**src/rtl/tmds_channel_decoder.sv**
```systemverilog
// TMDS channel decoder: control-token word alignment with bitslip search,
// loss-of-lock detection and registered 8b data recovery.
module tmds_channel_decoder #(
   parameter int CTRL_LOCK      = 8,
   parameter int SEARCH_TIMEOUT = 1024,
   parameter int SLIP_WAIT      = 4,
   parameter int LOSS_TIMEOUT   = 4096
) (
   input  logic       clk,
   input  logic       reset_n,
   input  logic [9:0] symbol,
   output logic       bitslip,
   output logic       locked,
   output logic       de,
   output logic [1:0] ctrl,
   output logic [7:0] data
);

   localparam int RW = (CTRL_LOCK > 1) ? $clog2(CTRL_LOCK + 1) : 1;
   localparam int TW = (SEARCH_TIMEOUT > 2) ? $clog2(SEARCH_TIMEOUT) : 1;
   localparam int SW = (SLIP_WAIT > 1) ? $clog2(SLIP_WAIT + 1) : 1;
   localparam int LW = (LOSS_TIMEOUT > 2) ? $clog2(LOSS_TIMEOUT) : 1;

   localparam logic [RW-1:0] RUN_LAST  = RW'(CTRL_LOCK);
   localparam logic [TW-1:0] TMO_LAST  = TW'(SEARCH_TIMEOUT - 1);
   localparam logic [SW-1:0] SLIP_LAST = SW'(SLIP_WAIT);
   localparam logic [LW-1:0] LOSS_LAST = LW'(LOSS_TIMEOUT - 1);

   typedef enum logic [1:0] {
      SEARCH = 2'd0,
      SLIP   = 2'd1,
      LOCKED = 2'd2
   } state_t;

   state_t          state_q, state_d;
   logic [RW-1:0]   run_q, run_d, run_inc;
   logic [TW-1:0]   tmo_q, tmo_d, tmo_inc;
   logic [SW-1:0]   slip_q, slip_d;
   logic [LW-1:0]   loss_q, loss_d, loss_inc;
   logic            bitslip_q, bitslip_d;
   logic            locked_q, locked_d;
   logic            de_q, de_d;
   logic [1:0]      ctrl_q, ctrl_d;
   logic [7:0]      data_q, data_d;

   logic            is_ctrl;
   logic [1:0]      tok;
   logic [7:0]      q;
   logic [7:0]      dec;

   always_comb begin
      is_ctrl = 1'b1;
      tok     = 2'b00;
      case (symbol)
         10'b1101010100: tok = 2'b00;
         10'b0010101011: tok = 2'b01;
         10'b0101010100: tok = 2'b10;
         10'b1010101011: tok = 2'b11;
         default:        is_ctrl = 1'b0;
      endcase
   end

   always_comb begin
      q      = symbol[9] ? ~symbol[7:0] : symbol[7:0];
      dec    = 8'h00;
      dec[0] = q[0];
      for (int i = 1; i < 8; i++) begin
         dec[i] = symbol[8] ? (q[i] ^ q[i-1]) : ~(q[i] ^ q[i-1]);
      end
   end

   always_comb begin
      state_d   = state_q;
      run_d     = run_q;
      tmo_d     = tmo_q;
      slip_d    = slip_q;
      loss_d    = loss_q;
      bitslip_d = 1'b0;
      run_inc   = (run_q == RUN_LAST) ? run_q : run_q + 1'b1;
      tmo_inc   = (tmo_q == TMO_LAST) ? tmo_q : tmo_q + 1'b1;
      loss_inc  = (loss_q == LOSS_LAST) ? loss_q : loss_q + 1'b1;

      unique case (state_q)
         SEARCH: begin
            tmo_d = tmo_inc;
            run_d = is_ctrl ? run_inc : '0;
            // lock wins over a timeout landing on the same cycle
            if (is_ctrl && run_inc == RUN_LAST) begin
               state_d = LOCKED;
               run_d   = '0;
               tmo_d   = '0;
               loss_d  = '0;
            end else if (tmo_inc == TMO_LAST) begin
               state_d   = SLIP;
               bitslip_d = 1'b1;
               run_d     = '0;
               tmo_d     = '0;
               slip_d    = '0;
            end
         end
         SLIP: begin
            run_d = '0;
            tmo_d = '0;
            if (slip_q == SLIP_LAST) begin
               state_d = SEARCH;
               slip_d  = '0;
            end else begin
               slip_d = slip_q + 1'b1;
            end
         end
         LOCKED: begin
            if (is_ctrl) begin
               loss_d = '0;
            end else if (loss_q == LOSS_LAST) begin
               state_d = SEARCH;
               loss_d  = '0;
               run_d   = '0;
               tmo_d   = '0;
            end else begin
               loss_d = loss_inc;
            end
         end
         default: state_d = SEARCH;
      endcase
   end

   // outputs follow the next state so the lock cycle's symbol is not lost
   always_comb begin
      locked_d = (state_d == LOCKED);
      de_d     = locked_d && !is_ctrl;
      data_d   = de_d ? dec : 8'h00;
      ctrl_d   = 2'b00;
      if (locked_d) begin
         ctrl_d = is_ctrl ? tok : ctrl_q;
      end
   end

   always_ff @(posedge clk or negedge reset_n) begin
      if (!reset_n) begin
         state_q   <= SEARCH;
         run_q     <= '0;
         tmo_q     <= '0;
         slip_q    <= '0;
         loss_q    <= '0;
         bitslip_q <= 1'b0;
         locked_q  <= 1'b0;
         de_q      <= 1'b0;
         ctrl_q    <= 2'b00;
         data_q    <= 8'h00;
      end else begin
         state_q   <= state_d;
         run_q     <= run_d;
         tmo_q     <= tmo_d;
         slip_q    <= slip_d;
         loss_q    <= loss_d;
         bitslip_q <= bitslip_d;
         locked_q  <= locked_d;
         de_q      <= de_d;
         ctrl_q    <= ctrl_d;
         data_q    <= data_d;
      end
   end

   assign bitslip = bitslip_q;
   assign locked  = locked_q;
   assign de      = de_q;
   assign ctrl    = ctrl_q;
   assign data    = data_q;

endmodule

```
**config.mk**
```make
export PLATFORM = sky130hd
export DESIGN_NAME = tmds_channel_decoder
export DESIGN_NICKNAME = d
export VERILOG_FILES = /design/src/rtl/tmds_channel_decoder.sv
export SDC_FILE = /design/constraint.sdc
export NUM_CORES = 1
export LEC_CHECK = 0
export BUFFER_PORTS_ARGS = -buffer_cell sky130_fd_sc_hd__buf_4
export CAP_MARGIN = 30
export CORE_ASPECT_RATIO = 0.6
export CORE_MARGIN = 2
export CORE_UTILIZATION = 54
export DETAILED_ROUTE_END_ITERATION = 12
export GPL_TIMING_DRIVEN = 0
export MAX_ROUTING_LAYER = met4
export PLACE_DENSITY = 0.87
export REMOVE_ABC_BUFFERS = 1
export SYNTH_ARGS = -nofsm -noshare
export SYNTH_HDL_FRONTEND = slang
export SYNTH_SLANG_ARGS = --single-unit
```
**constraint.sdc**
```tcl
create_clock -name clk -period 2.2 [get_ports clk]
set_input_delay 0 -clock clk [delete_from_list [all_inputs] [get_ports clk]]
set_output_delay 0 -clock clk [all_outputs]
set_load 0.01 [all_outputs]
```
==> results.txt <==
The flow ran to the end, but the final reports show violations. The checks that failed: negative setup slack. The floorplan has 20 rows.

Dividing the detail-routed via count by the number of cells gives 6.62. The die boundary width came out at 99.5 um. The diode insertion count for antenna repair was 0.

In this run the worst hold path is classified as input port to flip-flop. The placeable core area is 0.00518 sq mm, and the net switching power figure is 0.756 mW. The biggest area contributor in the post-synthesis netlist is sky130_fd_sc_hd__dfrtp_1. For the cell count after placement, the log shows 400. The count of fill cells added during filler insertion was 331; the maximum root-to-sink buffer count was 2. Along the worst path, the maximum fanout reaches 6. Of the cells placed in the final design, the portion with a size suffix greater than 1 is 30.3%. The cell with the most instances after synthesis was sky130_fd_sc_hd__dfrtp_1.

The analysis attributes to cell leakage a power of 1.60 nW. The net count of the finished layout is 399. The part of the Yosys area used for sequential elements was 37.2%; the relative area change from synthesis to final layout was 27.4%. The run gives 0.438 GHz as the peak clock frequency supported by timing. Pin placement for this block handled 25 I/O pins. The final-report hold violation count was 0. In this run switching power makes up 32.5% of total power. Detailed-router iteration count before antenna repair: 6.

VDD sags by at most 392 uV. Entering global routing, the biggest net connects 45 pins. Summed over all nets, the half-perimeter wirelength after detailed placement is 4860 um. For this configuration, the core starts out at a cell density of 57.1%. The worst setup path is captured at a flip-flop.

Clock-pin slew was measured on the worst setup and hold paths at 90 ps. The run gives 436 as the post-layout instance count excluding filler cells. The tools report the global-route wire length before repair as 12,600 um. The power per cell area came out at 618 mW/mm^2.

After technology mapping, the gate count stands at 324. The routed design could run at a clock period as short as 2280 ps. The internal power came out at 1.57 mW.

For the final-report max-slew violation count, the log shows 0. Max-cap violations in this run came to 0. On the critical path, the stage with the largest delay is an instance of sky130_fd_sc_hd__dfrtp_2. The signal on the critical path passes through inv_2 -> ha_4 -> a211oi_2 -> a211o_4 -> and3_4 -> and2_4 -> a311oi_4 -> clkbuf_16 -> nor4b_2. The die outline area came out at 0.00611 sq mm. The cell area that synthesis handed to floorplanning was 0.00296 sq mm. TritonCTS built the clock tree. After detailed routing, the wire length on met1 is 3640 um. The tools report the clock latency reported for the late side of the worst-skew pair as 300 ps. For this run the aggregate overflow at the end of global routing stands at 0. For this run, the slowest stage of the critical path takes 450 ps. Wire segments on met2 add up to 3880 um in the final route.

The final weighted congestion in routability-driven placement is 0.952, and the die extent in y is 61.3 um. The worst clock skew was 12.4 ps. Across all layers, the routed design uses 2,885 vias. The period utilization is 104%.

The root buffer cell chosen for the clock tree is sky130_fd_sc_hd__clkbuf_8. The tools report the number of distinct library cell variants in the gate-level netlist after synthesis as 57. The share of flip-flops with an asynchronous set or reset after synthesis came out at 100%. After synthesis, the most frequently instantiated cells are sky130_fd_sc_hd__dfrtp_1 (44), sky130_fd_sc_hd__nor2_1 (27), sky130_fd_sc_hd__nand2_1 (25). Setup repair after global routing could not meet its margin everywhere. Headroom to the max-slew limit came out at 62.0%. The initial antenna violation count was 0. The most used flip-flop cell after synthesis is sky130_fd_sc_hd__dfrtp_1.

The share of the core filled with cells came out at 72.8%. The run gives 27.3% as the total track usage. The number of synthesized register bits was 44; the share of total power in sequential cells was 44.1%.

The H-tree generated during clock tree synthesis spans 2 levels. The tools report the amount of wire on met3 after detailed routing as 821 um. The number of port buffers was 24. The setup path with the least slack is of type flip-flop to flip-flop. After the first detailed-routing iteration, the DRC count stood at 337. Of the post-synthesis cell area, the dominant cell type holds 37.2%. For this run, the number of Yosys warnings is 0. A synthesized cell averages 9.13 sq um. Clock tree synthesis found a total of 44 sinks. Combinational logic is responsible for 26.2% of the overall power.

Setup violations remaining at the end of the flow were counted as 15. The number of global-route vias before repair was 2,534. The transition at the pin with the smallest max-transition slack was 570 ps; the detail-routed net length per standard cell was 19.8 um.

The tools report the final worst-path setup slack as -83.0 ps. Count of unresolved DRC violations after routing: 0. The worst path buffer plus inverter count works out to 2.

The startpoint kind of the worst setup timing path is a flip-flop. Cell family with the largest share of critical-path delay: compound AO/OA/AOI/OAI gates. The required time of the critical path is 2360 ps. The logs give 8610 um for the total length of routed wires and 29.6% for the clock network fraction of total power. In the post-synthesis netlist, the biggest area contributors are sky130_fd_sc_hd__dfrtp_1 (37%), sky130_fd_sc_hd__ha_1 (7.6%), sky130_fd_sc_hd__nor2_1 (3.4%). For the worst setup path, the data arrival time is 2450 ps. The count of nets left with antenna violations once routing finished came out at 0. Number of enable flip-flop cells after synthesis: 0. The uppermost layer routed is met4.

In this run, CTS created clock tree buffers numbering 5.
==> what timing repair did <==
item | 4_1_cts | 5_1_grt
endpoints found under the setup margin | 42 | 40
resized for setup | 23 | 26
cloned | 0 | 1
pin swaps | 5 | 16
hold endpoints to repair | 44 | 0
setup buffers | 8 | 18
hold buffers | 1 | 0
==> final cells by class <==
class                           count  area, sq um  share of cell area, %
Multi-Input combinational cell    242         1890                   50.1
Sequential cell                    44         1110                   29.4
Clock buffer                        7         96.3                   2.56
Timing Repair Buffer               53          475                   12.6
Tap cell                           66         82.6                   2.19
Inverter                           23         86.3                   2.29
Clock inverter                      1         30.0                  0.797
==> worst reg2reg max path, delay by kind of cell, from the launching register on <==
family          cells  cell delay, ps
buf+inv             2             340
compound gates      3             780
flops               1             450
simple gates        3             390
fa+ha+maj           1             170
==> power groups by stage <==
stage / logic (mW) / clock network (mW) / registers, mW
global placement: 0.416 / 0 / 1.01
detailed placement: 0.440 / 0 / 1.01
CTS: 0.504 / 0.694 / 0.994
global route: 0.655 / 0.717 / 1.03
finish: 0.611 / 0.690 / 1.03
floorplan: 0.327 / 0 / 0.980
==> metal layers <==
metal | up-vias | track usage, %
met2 | 208 | 41.9
met4 | 0 | 9.59
met3 | 40 | 5.45
met5 | - | -
met1 | 1365 | 36.7
li1 | 1272 | -
==> kinds of logic after synthesis <==
kind of cell / after synthesis / synth area share (%)
XOR/XNOR: 12 / 3.55
adder cells (fa/ha/maj): 18 / 7.61
buffers and inverters: 38 / 5.84
multiplexers: 2 / 0.677
flip-flops: 44 / 37.2
AO/OA/AOI/OAI: 76 / 19.1
AND/OR/NAND/NOR: 134 / 26.0
==> state kept, by name, summed over array words and instances (netlist names) <==
register / count
ctrl: 2
locked: 1
loss_q: 12
slip_q: 3
de: 1
data: 8
run_q: 4
state_q: 2
tmo_q: 10
bitslip: 1
==> cell usage in the layout (no fill, tap or decap), drive strengths merged, types with 2 or more instances in the layout <==
cell	n
buf	51
dfrtp	44
nor2	28
nand2	25
inv	23
o21ai	19
ha	18
nand3	15
a21oi	14
nand4	11
nor3	10
a31oi	9
and3	9
nor4	9
xnor2	8
clkbuf	8
o31ai	7
o211ai	6
nand3b	5
and2	5
xor2	4
o22a	3
o22ai	3
and4	3
or2	3
nor4b	3
a211oi	3
o32ai	2
nand2b	2
mux2i	2
a32o	2
nor2b	2
a311oi	2
==> path summary, 6_finish.rpt <==
check,from,end,slack [ps],cells past startpoint
worst min register to register,loss_q[10],loss_q[10],520,1
max in group asynchronous,reset_n,tmo_q[2],1540,2
worst max-delay path,run_q[1],data[4],-80,9
min in group asynchronous,reset_n,run_q[2],230,2
worst max register to register,run_q[1],data[4],-80,9
worst min-delay path,symbol[9],data[0],20,3
==> metrics by stage <==
stage | TNS [ps] | setup WS [ps] | area [sq um] | hold WS (ps) | power, mW
after floorplan | -2570 | -214 | 2870 | -296 | 1.31
after global placement | -14380 | -625 | 3130 | 30.7 | 1.42
after detailed placement | -13540 | -690 | 3140 | 33.2 | 1.45
after CTS | -8.76 | -8.76 | 3460 | 7.50 | 2.19
after global routing | -1490 | -121 | 3770 | 17.9 | 2.40
final | -876 | -83.0 | 3770 | 20.8 | 2.33
(Power assumes the default switching activity.)
